<file path="config.mk">
export PLATFORM = sky130hd
export DESIGN_NAME = frame_reader
export DESIGN_NICKNAME = d
export VERILOG_FILES = /design/src/rtl/vga_pkg.sv /design/src/rtl/vga_timing.sv /design/src/rtl/frame_reader.sv
export SDC_FILE = /design/constraint.sdc
export NUM_CORES = 1
export LEC_CHECK = 0
export BUFFER_PORTS_ARGS = -buffer_cell sky130_fd_sc_hd__buf_4
export CORE_MARGIN = 3
export CORE_UTILIZATION = 61
export DETAILED_ROUTE_END_ITERATION = 8
export GPL_TIMING_DRIVEN = 0
export PLACE_DENSITY_LB_ADDON = 0.3
export SLEW_MARGIN = 0
export SYNTH_ARGS = -nofsm -noshare
export SYNTH_HDL_FRONTEND = slang
export SYNTH_SLANG_ARGS = --single-unit
</file>
<file path="constraint.sdc">
create_clock -name Clk -period 5.1 [get_ports Clk]
set_clock_uncertainty 0.2 [all_clocks]
set_input_delay 1.02 -clock Clk [delete_from_list [all_inputs] [get_ports Clk]]
set_output_delay 1.02 -clock Clk [all_outputs]
set_load 0.005 [all_outputs]
</file>
<file path="src/rtl/vga_pkg.sv">
// vga_pkg: 640x480@60 timing constants, counter types and RGB332 expansion shared by the scan-out path
package vga_pkg;
  localparam int H_ACTIVE = 640;
  localparam int H_FP = 16;
  localparam int H_SYNC = 96;
  localparam int H_BP = 48;
  localparam int V_ACTIVE = 480;
  localparam int V_FP = 10;
  localparam int V_SYNC = 2;
  localparam int V_BP = 33;
  localparam int H_TOTAL = H_ACTIVE + H_FP + H_SYNC + H_BP;
  localparam int V_TOTAL = V_ACTIVE + V_FP + V_SYNC + V_BP;
  localparam int FB_ADDR_W = 19;
  typedef logic [9:0] hcnt_t;
  typedef logic [9:0] vcnt_t;
  typedef struct packed {
    logic [7:0] r;
    logic [7:0] g;
    logic [7:0] b;
  } rgb24_t;
  function automatic rgb24_t rgb332_expand(input logic [7:0] q);
    rgb24_t c;
    c.r = {q[7:5], q[7:5], q[7:6]};
    c.g = {q[4:2], q[4:2], q[4:3]};
    c.b = {4{q[1:0]}};
    return c;
  endfunction
endpackage

</file>
<file path="src/rtl/vga_timing.sv">
// vga_timing: pixel-enable divider, h/v counters and raw sync/active/vblank/frame_start flags
// FRAME_READER_TEST_PATTERN_EN adds the colour-bar index output.
module vga_timing import vga_pkg::*; #(
  parameter int HA = H_ACTIVE, HFP = H_FP, HSW = H_SYNC, HBP = H_BP,
  parameter int VA = V_ACTIVE, VFP = V_FP, VSW = V_SYNC, VBP = V_BP
) (
  input  logic clk,
  input  logic rst_n,
  output logic pix_en,
  output logic active,
  output logic hs,
  output logic vs,
  output logic vblank,
  output logic frame_start
`ifdef FRAME_READER_TEST_PATTERN_EN
  , output logic [2:0] bar
`endif
);
  localparam int HT = HA + HFP + HSW + HBP;
  localparam int VT = VA + VFP + VSW + VBP;
  hcnt_t h;
  vcnt_t v;
  logic h_last, v_last;
  assign h_last = h == hcnt_t'(HT - 1);
  assign v_last = v == vcnt_t'(VT - 1);
  assign active = h < hcnt_t'(HA) && v < vcnt_t'(VA);
  assign hs = !(h >= hcnt_t'(HA + HFP) && h < hcnt_t'(HA + HFP + HSW));
  assign vs = !(v >= vcnt_t'(VA + VFP) && v < vcnt_t'(VA + VFP + VSW));
`ifdef FRAME_READER_TEST_PATTERN_EN
  assign bar = 3'(h / 10'd80);
`endif
  always_ff @(posedge clk or negedge rst_n)
    if (!rst_n) begin
      pix_en <= 1'b0;
      h <= '0;
      v <= '0;
      vblank <= 1'b0;
      frame_start <= 1'b0;
    end else begin
      pix_en <= !pix_en;
      vblank <= v >= vcnt_t'(VA);
      frame_start <= pix_en && h_last && v_last;
      if (pix_en) begin
        h <= h_last ? '0 : h + 1'b1;
        if (h_last) v <= v_last ? '0 : v + 1'b1;
      end
    end
endmodule

</file>
<file path="src/rtl/frame_reader.sv">
// frame_reader: VGA scan-out, frame-buffer read addressing and RGB332 expansion with a 2-pixel pin pipeline
// FRAME_READER_TEST_PATTERN_EN replaces RAM data with 8 vertical colour bars.
module frame_reader import vga_pkg::*; #(
  parameter int HA = H_ACTIVE, HFP = H_FP, HSW = H_SYNC, HBP = H_BP,
  parameter int VA = V_ACTIVE, VFP = V_FP, VSW = V_SYNC, VBP = V_BP,
  parameter int ADDR_W = FB_ADDR_W
) (
  input  logic              Clk,
  input  logic              Reset_n,
  input  logic [7:0]        fb_q,
  output logic [ADDR_W-1:0] fb_rdaddress,
  output logic [7:0]        VGA_R,
  output logic [7:0]        VGA_G,
  output logic [7:0]        VGA_B,
  output logic              VGA_CLK,
  output logic              VGA_HS,
  output logic              VGA_VS,
  output logic              VGA_BLANK_N,
  output logic              VGA_SYNC_N,
  output logic              vblank,
  output logic              frame_start
);
  logic pix_en, active, hs, vs, active1, hs1, vs1;
  logic [ADDR_W-1:0] addr;
  rgb24_t pix;
`ifdef FRAME_READER_TEST_PATTERN_EN
  logic [2:0] bar, bar1;
  assign pix = {{8{bar1[2]}}, {8{bar1[1]}}, {8{bar1[0]}}};
`else
  assign pix = rgb332_expand(fb_q);
`endif
  vga_timing #(
    .HA(HA), .HFP(HFP), .HSW(HSW), .HBP(HBP),
    .VA(VA), .VFP(VFP), .VSW(VSW), .VBP(VBP)
  ) u_timing (
    .clk(Clk),
    .rst_n(Reset_n),
    .pix_en,
    .active,
    .hs,
    .vs,
    .vblank,
    .frame_start
`ifdef FRAME_READER_TEST_PATTERN_EN
    , .bar
`endif
  );
  assign VGA_CLK = pix_en;
  assign VGA_SYNC_N = 1'b0;
  // vblank was sampled on the idle half-pixel, so on pix_en edges it equals v >= VA
  always_ff @(posedge Clk or negedge Reset_n)
    if (!Reset_n) begin
      active1 <= 1'b0;
      hs1 <= 1'b1;
      vs1 <= 1'b1;
      addr <= '0;
      fb_rdaddress <= '0;
      {VGA_R, VGA_G, VGA_B} <= '0;
      VGA_HS <= 1'b1;
      VGA_VS <= 1'b1;
      VGA_BLANK_N <= 1'b0;
`ifdef FRAME_READER_TEST_PATTERN_EN
      bar1 <= '0;
`endif
    end else if (pix_en) begin
      active1 <= active;
      hs1 <= hs;
      vs1 <= vs;
`ifdef FRAME_READER_TEST_PATTERN_EN
      bar1 <= bar;
`endif
      if (vblank) addr <= '0;
      else if (active) begin
        fb_rdaddress <= addr;
        addr <= addr + 1'b1;
      end
      {VGA_R, VGA_G, VGA_B} <= active1 ? pix : '0;
      VGA_HS <= hs1;
      VGA_VS <= vs1;
      VGA_BLANK_N <= active1;
    end
endmodule

</file>
==> impl_metrics.env <==
export IMPL_cts_root_buf="clkbuf_8"
export IMPL_hpwlAfterDp_mm=5.540
export IMPL_drtAntennaViolNets=0
export IMPL_finalSetupViolCount=0
export IMPL_synthSimpleGateAreaFrac_pct=22.09
export IMPL_remaining_drc_errors=0
export IMPL_vias=3063
export IMPL_report_final_slew_viol_count=0
export IMPL_layout_commonest_cell="buf_4"
export IMPL_layout_common_cells="buf_4, dfrtp_1, nand2_1, nand3_1, nor2_1"
export IMPL_timing_final_crit_share_pct=44.35
export IMPL_postCtsHoldBufs=0
export IMPL_numPortBuffers=58
export IMPL_dieArea_mm2=0.007043
export IMPL_die_y_um=83.92
export IMPL_viasPerCell=5.845
export IMPL_layout_min_cycle_time_ps=2262
export IMPL_ys_flop_type="dfrtp_1"
export IMPL_synth_compound_area_share_pct=12.57
export IMPL_worstMarginPinSlew_ps=915.6
export IMPL_worstPathMaxFanout=4
export IMPL_synth_seq_cells=75
export IMPL_fp_dieW_um=83.92
export IMPL_muxShareOfSynthArea_pct=1.588
export IMPL_ir_worst_vdd_v=0.0001904
export IMPL_cp_end_kind="primary output"
export IMPL_initial_core_util_pct=65.26
export IMPL_routedWlPerCell_um=15.71
export IMPL_worstSetupPathType="register to primary output"
export IMPL_syn_area_mm2=0.003704
export IMPL_place_inst=508
export IMPL_clkTransAtPathRegs_ps=70
export IMPL_timing_critical_path_from_type="register"
export IMPL_crit_arrival_ps=1040
export IMPL_max_freq_ghz=0.4422
export IMPL_area_delta_synth_final_pct=20.14
export IMPL_clk_latency_ps=350
export IMPL_whs_ps=276.3
export IMPL_synth_xor_area_share_pct=2.838
export IMPL_drive_above_1_share_pct=26.33
export IMPL_grt_pass1_wl_mm=13.73
export IMPL_place_ws_ps=3089
export IMPL_synthAdderAreaFrac_pct=2.027
export IMPL_post_cts_buffers=0
export IMPL_cts_sinks=75
export IMPL_setup_ws_ps=2838
export IMPL_cts_tree="done"
export IMPL_place_gp_congestion=0.8604
export IMPL_cts_buffers_inserted=9
export IMPL_rsz0062_at_grt="false"
export IMPL_drt_wl_total_mm=8.230
export IMPL_grt_overflow_total=0
export IMPL_worstHoldPathType="register to register"
export IMPL_power_density_mw_per_mm2=259.6
export IMPL_outcome="finished, final reports clean"
export IMPL_ios=60
export IMPL_synth_top_family_by_area="simple AND/OR/NAND/NOR gates"
export IMPL_drtIter0Drc=279
export IMPL_yosysWarnings=0
export IMPL_ctsHtreeMaxLevel=3
export IMPL_yosysSeqAreaShare_pct=50.81
export IMPL_synthArstFlopShare_pct=100.0
export IMPL_syn_inst=378
export IMPL_syn_nets=394
export IMPL_grt_max_degree=76
export IMPL_synth_edf_count=0
export IMPL_final_cells=524
export IMPL_n_fill_cell=407
export IMPL_diodes=0
export IMPL_grt_pass1_vias=2880
export IMPL_grtUsageTotal_pct=24.24
export IMPL_hold_viol=0
export IMPL_p_leak_nw=2.208
export IMPL_clock_path_buffers=2
export IMPL_yosys_cell_types_count=59
export IMPL_cap_violations=0
export IMPL_relSlewSlack_pct=38.96
export IMPL_tns_ps=0
export IMPL_worstPathRequired_ps=3880
export IMPL_antenna_found_initial=0
export IMPL_power_total_mw=1.155
export IMPL_firstDrtPassIters=6
export IMPL_final_nets=463
export IMPL_synth_area_per_cell_um2=9.798
export IMPL_core_area_mm2=0.005675
export IMPL_cts_resized=0
export IMPL_rows=27
flip-flops by register name, summed over array words and instances (netlist names):
signal	cells
u_timing.frame_start	1
addr	19
u_timing.h	10
active1	1
hs1	1
VGA_R	3
VGA_G	3
VGA_B	2
u_timing.pix_en	1
u_timing.vblank	1
VGA_HS	1
VGA_BLANK_N	1
vs1	1
fb_rdaddress	19
u_timing.v	10
VGA_VS	1
worst max-delay path, cell delays in order (launching register included):
cell     delay [ps]
dfrtp_1         430
buf_4           150
buf_4           120
routing by layer:
layer	part of all wire (%)	up-vias	track usage [%]	wire, um
met5	0	-	0	0
met4	1.7	0	9.649	138
met3	4.8	16	4.344	394
met2	54	101	42.59	4407
met1	40	1488	29.41	3290
li1	-	1458	-	-
area by class of cell:
type	instances	area [um^2]	share of cell area, %
Buffer	35	231.5	5.202
Clock buffer	12	145.1	3.262
Clock inverter	4	75.07	1.687
Inverter	17	63.81	1.434
Multi-Input combinational cell	251	1526	34.31
Sequential cell	75	1882	42.29
Tap cell	72	90.09	2.025
Timing Repair Buffer	58	435.4	9.786
synth_stat cells (2+ instances only):
library cell  instances  area, um^2
o21ai_0              16       80.08
nor3_1                7       35.03
mux2_2                3       33.78
inv_1                16       60.06
a21oi_1               9       45.04
clkbuf_1              7       26.28
ha_1                  6       75.07
nor2_1               17       63.81
nand3_1              25       125.1
o2bb2ai_1             2       17.52
and4_1                4       35.03
and2_1                2       12.51
a41oi_1               2       17.52
o21a_1                3       22.52
nor2b_1               3       18.77
a31o_2                2       17.52
a211o_1               2       17.52
and3_1               12       75.07
a21o_1                4       30.03
buf_4                21       157.7
dfrtp_1              71        1777
nand2_1              64       240.2
nand4_1              13       81.33
o211ai_1              2       15.01
a31oi_1              11       68.82
xor2_1                3       26.28
xnor2_1               9       78.83
dfstp_2               4       105.1
buf_6                 2       22.52
buf_2                 4       20.02
nor4_1                2       12.51
a221o_1               3       30.03
power by group:
part | switching, mW | leakage, nW | internal (mW) | total [mW]
Sequential | 0.00351 | 0.962 | 0.598 | 0.601
Clock | 0.219 | 0.103 | 0.289 | 0.508
Combinational | 0.0204 | 1.14 | 0.0253 | 0.0457
per-stage QoR:
step	util, %	instance area, um^2
6_report	78.40	4449
5_1_grt	78.40	4449
4_1_cts	78.40	4449
3_5_place_dp	74.52	4229
3_3_place_gp	74.52	4229
2_1_floorplan	-	3704
worst paths after layout:
path                                   end  cells past startpoint             from  slack [ps]
min in group asynchronous  fb_rdaddress[6]                      1          Reset_n         580
max in group asynchronous  fb_rdaddress[8]                      1          Reset_n        3500
setup reg to reg                   addr[3]                      5    u_timing.v[9]        3080
hold / removal             fb_rdaddress[0]                      2  fb_rdaddress[0]         280
setup / recovery                  VGA_G[3]                      2         VGA_G[6]        2840
hold reg to reg            fb_rdaddress[0]                      2  fb_rdaddress[0]         280
cells by family after synthesis:
kind of cell	after synthesis
DFF	75
other	1
adders and majority gates	6
xor gates and xnor gates	12
and+or+nand+nor	160
muxes	5
AOI/OAI and AO/OA	67
buffers and inverters	52
No activity file was read; power rests on OpenSTA's default activity.
